[src/rtl/branch_pc_unit.sv]
// Branch resolution and fetch-PC stage: owns the fetch PC, redirects on taken branches, and drives a multi-cycle flush.
// Optional macro BRANCH_STATS_EN adds branch_count / taken_count statistics outputs.
module branch_pc_unit #(
    parameter logic [31:0]  RESET_PC     = 32'h0000_0000,
    parameter int unsigned  FLUSH_CYCLES = 2
) (
    input  logic        clk,
    input  logic        reset,
    input  logic        stall,
    input  logic        br_valid,
    input  logic [31:0] br_pc,
    input  logic [31:0] br_imm,
    input  logic        outcome,
`ifdef BRANCH_STATS_EN
    output logic [31:0] branch_count,
    output logic [31:0] taken_count,
`endif
    output logic [31:0] pc,
    output logic        redirect,
    output logic        flush,
    output logic        busy,
    output logic        misalign
);

    localparam int unsigned CNT_W   = 3;
    localparam int unsigned PC_W    = 32;
    localparam logic [CNT_W-1:0] CNT_LOAD = CNT_W'(FLUSH_CYCLES - 1);

    typedef enum logic {
        S_IDLE  = 1'b0,
        S_FLUSH = 1'b1
    } state_t;

    state_t            r_state;
    logic [CNT_W-1:0]  r_cnt;
    logic [PC_W-1:0]   r_pc;
    logic              r_redirect;
    logic              r_flush;
    logic              r_busy;
    logic              r_misalign;
`ifdef BRANCH_STATS_EN
    logic [31:0]       r_branch_count;
    logic [31:0]       r_taken_count;
`endif

    logic [PC_W-1:0]   w_target;
    logic [PC_W-1:0]   w_pc_inc;
    logic              w_taken;
    logic              w_aligned;

    // outcome is gated by br_valid so an unknown comparator result cannot leak through
    assign w_target  = br_pc + br_imm;
    assign w_pc_inc  = r_pc + PC_W'(4);
    assign w_taken   = br_valid & outcome;
    assign w_aligned = (w_target[1:0] == 2'b00);

    always_ff @(posedge clk) begin
        if (reset) begin
            r_state    <= S_IDLE;
            r_cnt      <= '0;
            r_pc       <= RESET_PC;
            r_redirect <= 1'b0;
            r_flush    <= 1'b0;
            r_busy     <= 1'b0;
            r_misalign <= 1'b0;
`ifdef BRANCH_STATS_EN
            r_branch_count <= '0;
            r_taken_count  <= '0;
`endif
        end else begin
            r_redirect <= 1'b0;
            r_misalign <= 1'b0;
            case (r_state)
                S_IDLE: begin
                    if (!stall) begin
                        if (w_taken && w_aligned) begin
                            r_pc       <= w_target;
                            r_redirect <= 1'b1;
                            r_flush    <= 1'b1;
                            r_busy     <= 1'b1;
                            r_cnt      <= CNT_LOAD;
                            r_state    <= S_FLUSH;
                        end else begin
                            r_pc       <= w_pc_inc;
                            r_misalign <= w_taken;
                        end
`ifdef BRANCH_STATS_EN
                        if (br_valid) begin
                            r_branch_count <= r_branch_count + 32'd1;
                        end
                        if (w_taken && w_aligned) begin
                            r_taken_count <= r_taken_count + 32'd1;
                        end
`endif
                    end
                end
                S_FLUSH: begin
                    // stall freezes pc, counter and flush together
                    if (!stall) begin
                        r_pc <= w_pc_inc;
                        if (r_cnt == '0) begin
                            r_flush <= 1'b0;
                            r_busy  <= 1'b0;
                            r_state <= S_IDLE;
                        end else begin
                            r_cnt <= r_cnt - CNT_W'(1);
                        end
                    end
                end
                default: begin
                    r_state <= S_IDLE;
                end
            endcase
        end
    end

    assign pc       = r_pc;
    assign redirect = r_redirect;
    assign flush    = r_flush;
    assign busy     = r_busy;
    assign misalign = r_misalign;
`ifdef BRANCH_STATS_EN
    assign branch_count = r_branch_count;
    assign taken_count  = r_taken_count;
`endif

endmodule

[config.mk]
export PLATFORM = sky130hd
export DESIGN_NAME = branch_pc_unit
export DESIGN_NICKNAME = d
export VERILOG_FILES = /design/src/rtl/branch_pc_unit.sv
export SDC_FILE = /design/constraint.sdc
export NUM_CORES = 1
export LEC_CHECK = 0
export ABC_AREA = 1
export CELL_PAD_IN_SITES_DETAIL_PLACEMENT = 1
export CELL_PAD_IN_SITES_GLOBAL_PLACEMENT = 1
export CORE_MARGIN = 1.5
export CORE_UTILIZATION = 29
export DETAILED_ROUTE_END_ITERATION = 7
export PLACE_DENSITY_LB_ADDON = 0.25
export SLEW_MARGIN = 20
export SYNTH_ARGS = -nofsm -noshare
export SYNTH_HDL_FRONTEND = slang
export SYNTH_SLANG_ARGS = --single-unit
[constraint.sdc]
create_clock -name clk -period 2.6 [get_ports clk]
set_input_delay 0.26 -clock clk [delete_from_list [all_inputs] [get_ports clk]]
set_output_delay 0.26 -clock clk [all_outputs]
set_load 0.03 [all_outputs]
==> impl_metrics.json <==
{
  "combPwrFrac_pct": 37.9,
  "io_buffer_count": 104,
  "slew_viol_final": 0,
  "p_leak_nw": 2.94,
  "num_antenna_cells": 0,
  "holdCritPathClass": "reg2reg",
  "die_w_um": 130,
  "pwr-share-seq_pct": 29.3,
  "wl_per_cell_um": 15.1,
  "p_sw_share_pct": 36.2,
  "grtUsageMet2_pct": 39.0,
  "worst_pin_slew_ns": 0.502,
  "via_per_inst": 4.82,
  "cp_slowest_cell": "fa_1",
  "dpl.hpwl_mm": 15.0,
  "setup_viol": 0,
  "synth_fa_ha_area_share_pct": 9.51,
  "synth.distinct_cells": 35,
  "global_route.peak_usage_layer": "met2",
  "dr.pass1.iters": 4,
  "rows": 46,
  "ys.flop_type": "dfxtp_1",
  "htreeDepth": 2,
  "synth_compound_area_share_pct": 14.0,
  "syn_area_sq_mm": 0.00468,
  "netlist.area_leader.share_pct": 22.4,
  "area_growth_syn_to_layout_pct": 33.1,
  "multi_input_comb_area_sq_mm": 0.00331,
  "max-clock-path-buffers": 2,
  "grt_use_met1_pct": 27.8,
  "initialDrtViolationCount": 196,
  "synthSimpleGateAreaFrac_pct": 45.0,
  "async_reset_ff_share_pct": 0,
  "overflow": 0,
  "post-route-drc-count": 0,
  "grt_usage_pct": 21.7,
  "via_count": 5607,
  "crit_path_end_kind": "flip-flop",
  "yosysTopAreaCell": "nand2_1",
  "use_met3_pct": 2.01,
  "cts_root_buf": "clkbuf_16",
  "grt_pass1_vias": 5782,
  "start_kind": "primary input",
  "timing.fmax_mhz": 435,
  "synth_area_leaders": "nand2_1 22%, dfxtp_1 17%, inv_1 11%, ha_1 9.1%, nand3_1 7.4%",
  "synthesis.nets": 931,
  "timing.hold.ws_ns": 0.427,
  "status": "complete, no violations",
  "grt_max_degree": 18,
  "regArea_sq_um": 781,
  "intPower_w": 0.00144,
  "fin_crit_ns": 2.30,
  "rsz0062_at_grt": "no",
  "final_nets": 1050,
  "stdcell_count": 1163,
  "cts_tree": "done",
  "core_area_sq_mm": 0.0158,
  "p_switching_w": 0.000815,
  "crit_buf_inv": 3,
  "crit_arrival_ns": 2.51,
  "hold_violations": 0,
  "drv_cap": 0,
  "clk_pin_slew_ns": 0.06,
  "postRouteAntennaNets": 0,
  "synth_top_family_by_area": "simple AND/OR/NAND/NOR gates",
  "wl_mm": 17.5,
  "power.clock.fraction_pct": 32.8,
  "synthMuxAreaShare_pct": 0,
  "pin_count": 105,
  "synth_cells": 827,
  "cts_buffers": 5,
  "grt_pass1_wl_mm": 28.8,
  "worstPathRequired_ns": 2.81,
  "fillers": 2176,
  "ctsResizeCount": 0,
  "post-cts-setup-buffers": 0,
  "crit_type": "in2reg",
  "dp.cells": 1155,
  "synth-xor-area-share_pct": 2.24,
  "yosys_warnings": 0,
  "start_util_pct": 29.6,
  "die_h_um": 130,
  "min_period_over_period_pct": 88.4,
  "path_cells": "clkdlybuf4s50_1 > ha_1 > inv_1 > fa_1 > nand4_1 > nor2_2 > nand2_2 > nor2_1 > inv_1 > o21ai_0 > nand2_1 > o21ai_0",
  "ir_drop_mv": 0.256,
  "fin_tns_setup_ns": 0,
  "gp_congestion": 0.850,
  "max_slew_margin_pct": 66.2,
  "insertion_delay_ns": 0.29,
  "powerDensity_mw_per_mm2": 362,
  "cts_hold_buf": 0,
  "cts.sink_count": 39,
  "cpPeakStageDelay_ns": 0.48,
  "drive_gt1_share_pct": 5.28,
  "die_area_sq_mm": 0.0169,
  "ys_ff_latch": 39,
  "avgSynthCellArea_sq_um": 5.66,
  "antenna_found_initial": 0,
  "path_delay_family": "buffers and inverters",
  "critPathMaxFanout": 8,
  "skew_ns": 0.00762,
  "synth_edf_count": 0,
  "yosysSeqAreaShare_pct": 16.7
}
==> tightest hold or removal path: stages (launching register included) <==
cell and delay, ns:
dfxtp_1 0.31, inv_1 0.05, nor2_1 0.03
==> kinds of logic (layout without fill, tap and decap cells) <==
group / count (synthesis) / count (layout)
xor gates and xnor gates: 12 / 12
DFF: 39 / 39
buffers and inverters: 146 / 266
and+or+nand+nor: 473 / 473
AOI/OAI and AO/OA: 122 / 122
adders and majority gates: 35 / 35
==> cell usage in the layout, fill, tap and decap left out, drive strengths merged <==
master / instances
fa: 1
inv: 134
clkdlybuf4s50: 104
clkbuf: 6
dfxtp: 39
o211ai: 4
nand3b: 3
buf: 20
o21ai: 51
nand4: 13
nand3: 74
o31ai: 1
xnor2: 1
nor4: 3
nor3: 13
nor2: 82
bufinv: 1
o22ai: 2
nor3b: 1
ha: 34
xor2: 11
and2: 2
clkinv: 1
nand2: 282
o21bai: 11
a211oi: 1
a21oi: 52
==> sequential cells by signal (all words and copies together), names as in the netlist <==
signal,flops
pc,32
r_state,1
busy,1
redirect,1
r_cnt,3
misalign,1
==> routing by layer <==
| layer | vias to the layer above | wire length (um) |
|---|---|---|
| li1 | 2885 | - |
| met4 | 0 | 299 |
| met2 | 104 | 8500 |
| met3 | 17 | 572 |
| met1 | 2601 | 8170 |
| met5 | - | 0 |
==> cells in the mapped netlist (3+ instances only) <==
master / number
nand4_1: 11
nor2_2: 4
o21ai_0: 41
xor2_1: 11
o21ai_1: 10
nand2_2: 3
inv_1: 134
clkbuf_8: 3
nand3_4: 3
nand2_1: 279
nand3_1: 69
nor2_1: 71
nor2_4: 6
o211ai_1: 4
ha_1: 34
a21oi_1: 52
clkbuf_1: 5
nor3_1: 13
nand3b_1: 3
dfxtp_1: 39
o21bai_1: 11
==> power groups by stage <==
stage	combinational (W)	clock (W)	sequential [W]
5_1_grt	0.000960	0.000773	0.000663
4_1_cts	0.000861	0.000746	0.000659
3_3_place_gp	0.000849	0	0.000672
3_5_place_dp	0.000857	0	0.000672
2_1_floorplan	0.000463	0	0.000701
6_report	0.000855	0.000739	0.000660
==> final timing paths <==
path                            depth (start not counted)          startpoint  slack, ns             endpoint
worst max-delay path                                   12            br_pc[0]       0.30  pc[12]$_SDFFE_PP0P_
worst max register to register                          9  pc[3]$_SDFFE_PP0P_       0.74  pc[30]$_SDFFE_PP0P_
worst min-delay path                                    2  pc[1]$_SDFFE_PP0P_       0.43   pc[1]$_SDFFE_PP0P_
worst min register to register                          2  pc[1]$_SDFFE_PP0P_       0.43   pc[1]$_SDFFE_PP0P_
==> final cells by class <==
cell class | count | share of cell area (%)
sequential | 39 | 12.5
tap | 216 | 4.34
inverter | 134 | 8.07
timing repair buffer | 124 | 19.1
multi-input combinational | 642 | 53.2
clock inverter | 2 | 0.562
clock buffer | 6 | 2.23
==> metrics by stage <==
step                instance area (sq um)  power, W  util [%]  setup WS [ns]
global placement                     6060   0.00152      38.3         0.0496
CTS                                  6230   0.00227      39.4          0.298
global route                         6230   0.00240      39.4         0.0414
detailed placement                   6060   0.00153      38.3         0.0250
floorplan                            4680   0.00116         -          0.595
finish                               6230   0.00225      39.4          0.302
Note: power is estimated with default switching activity, not from simulation.
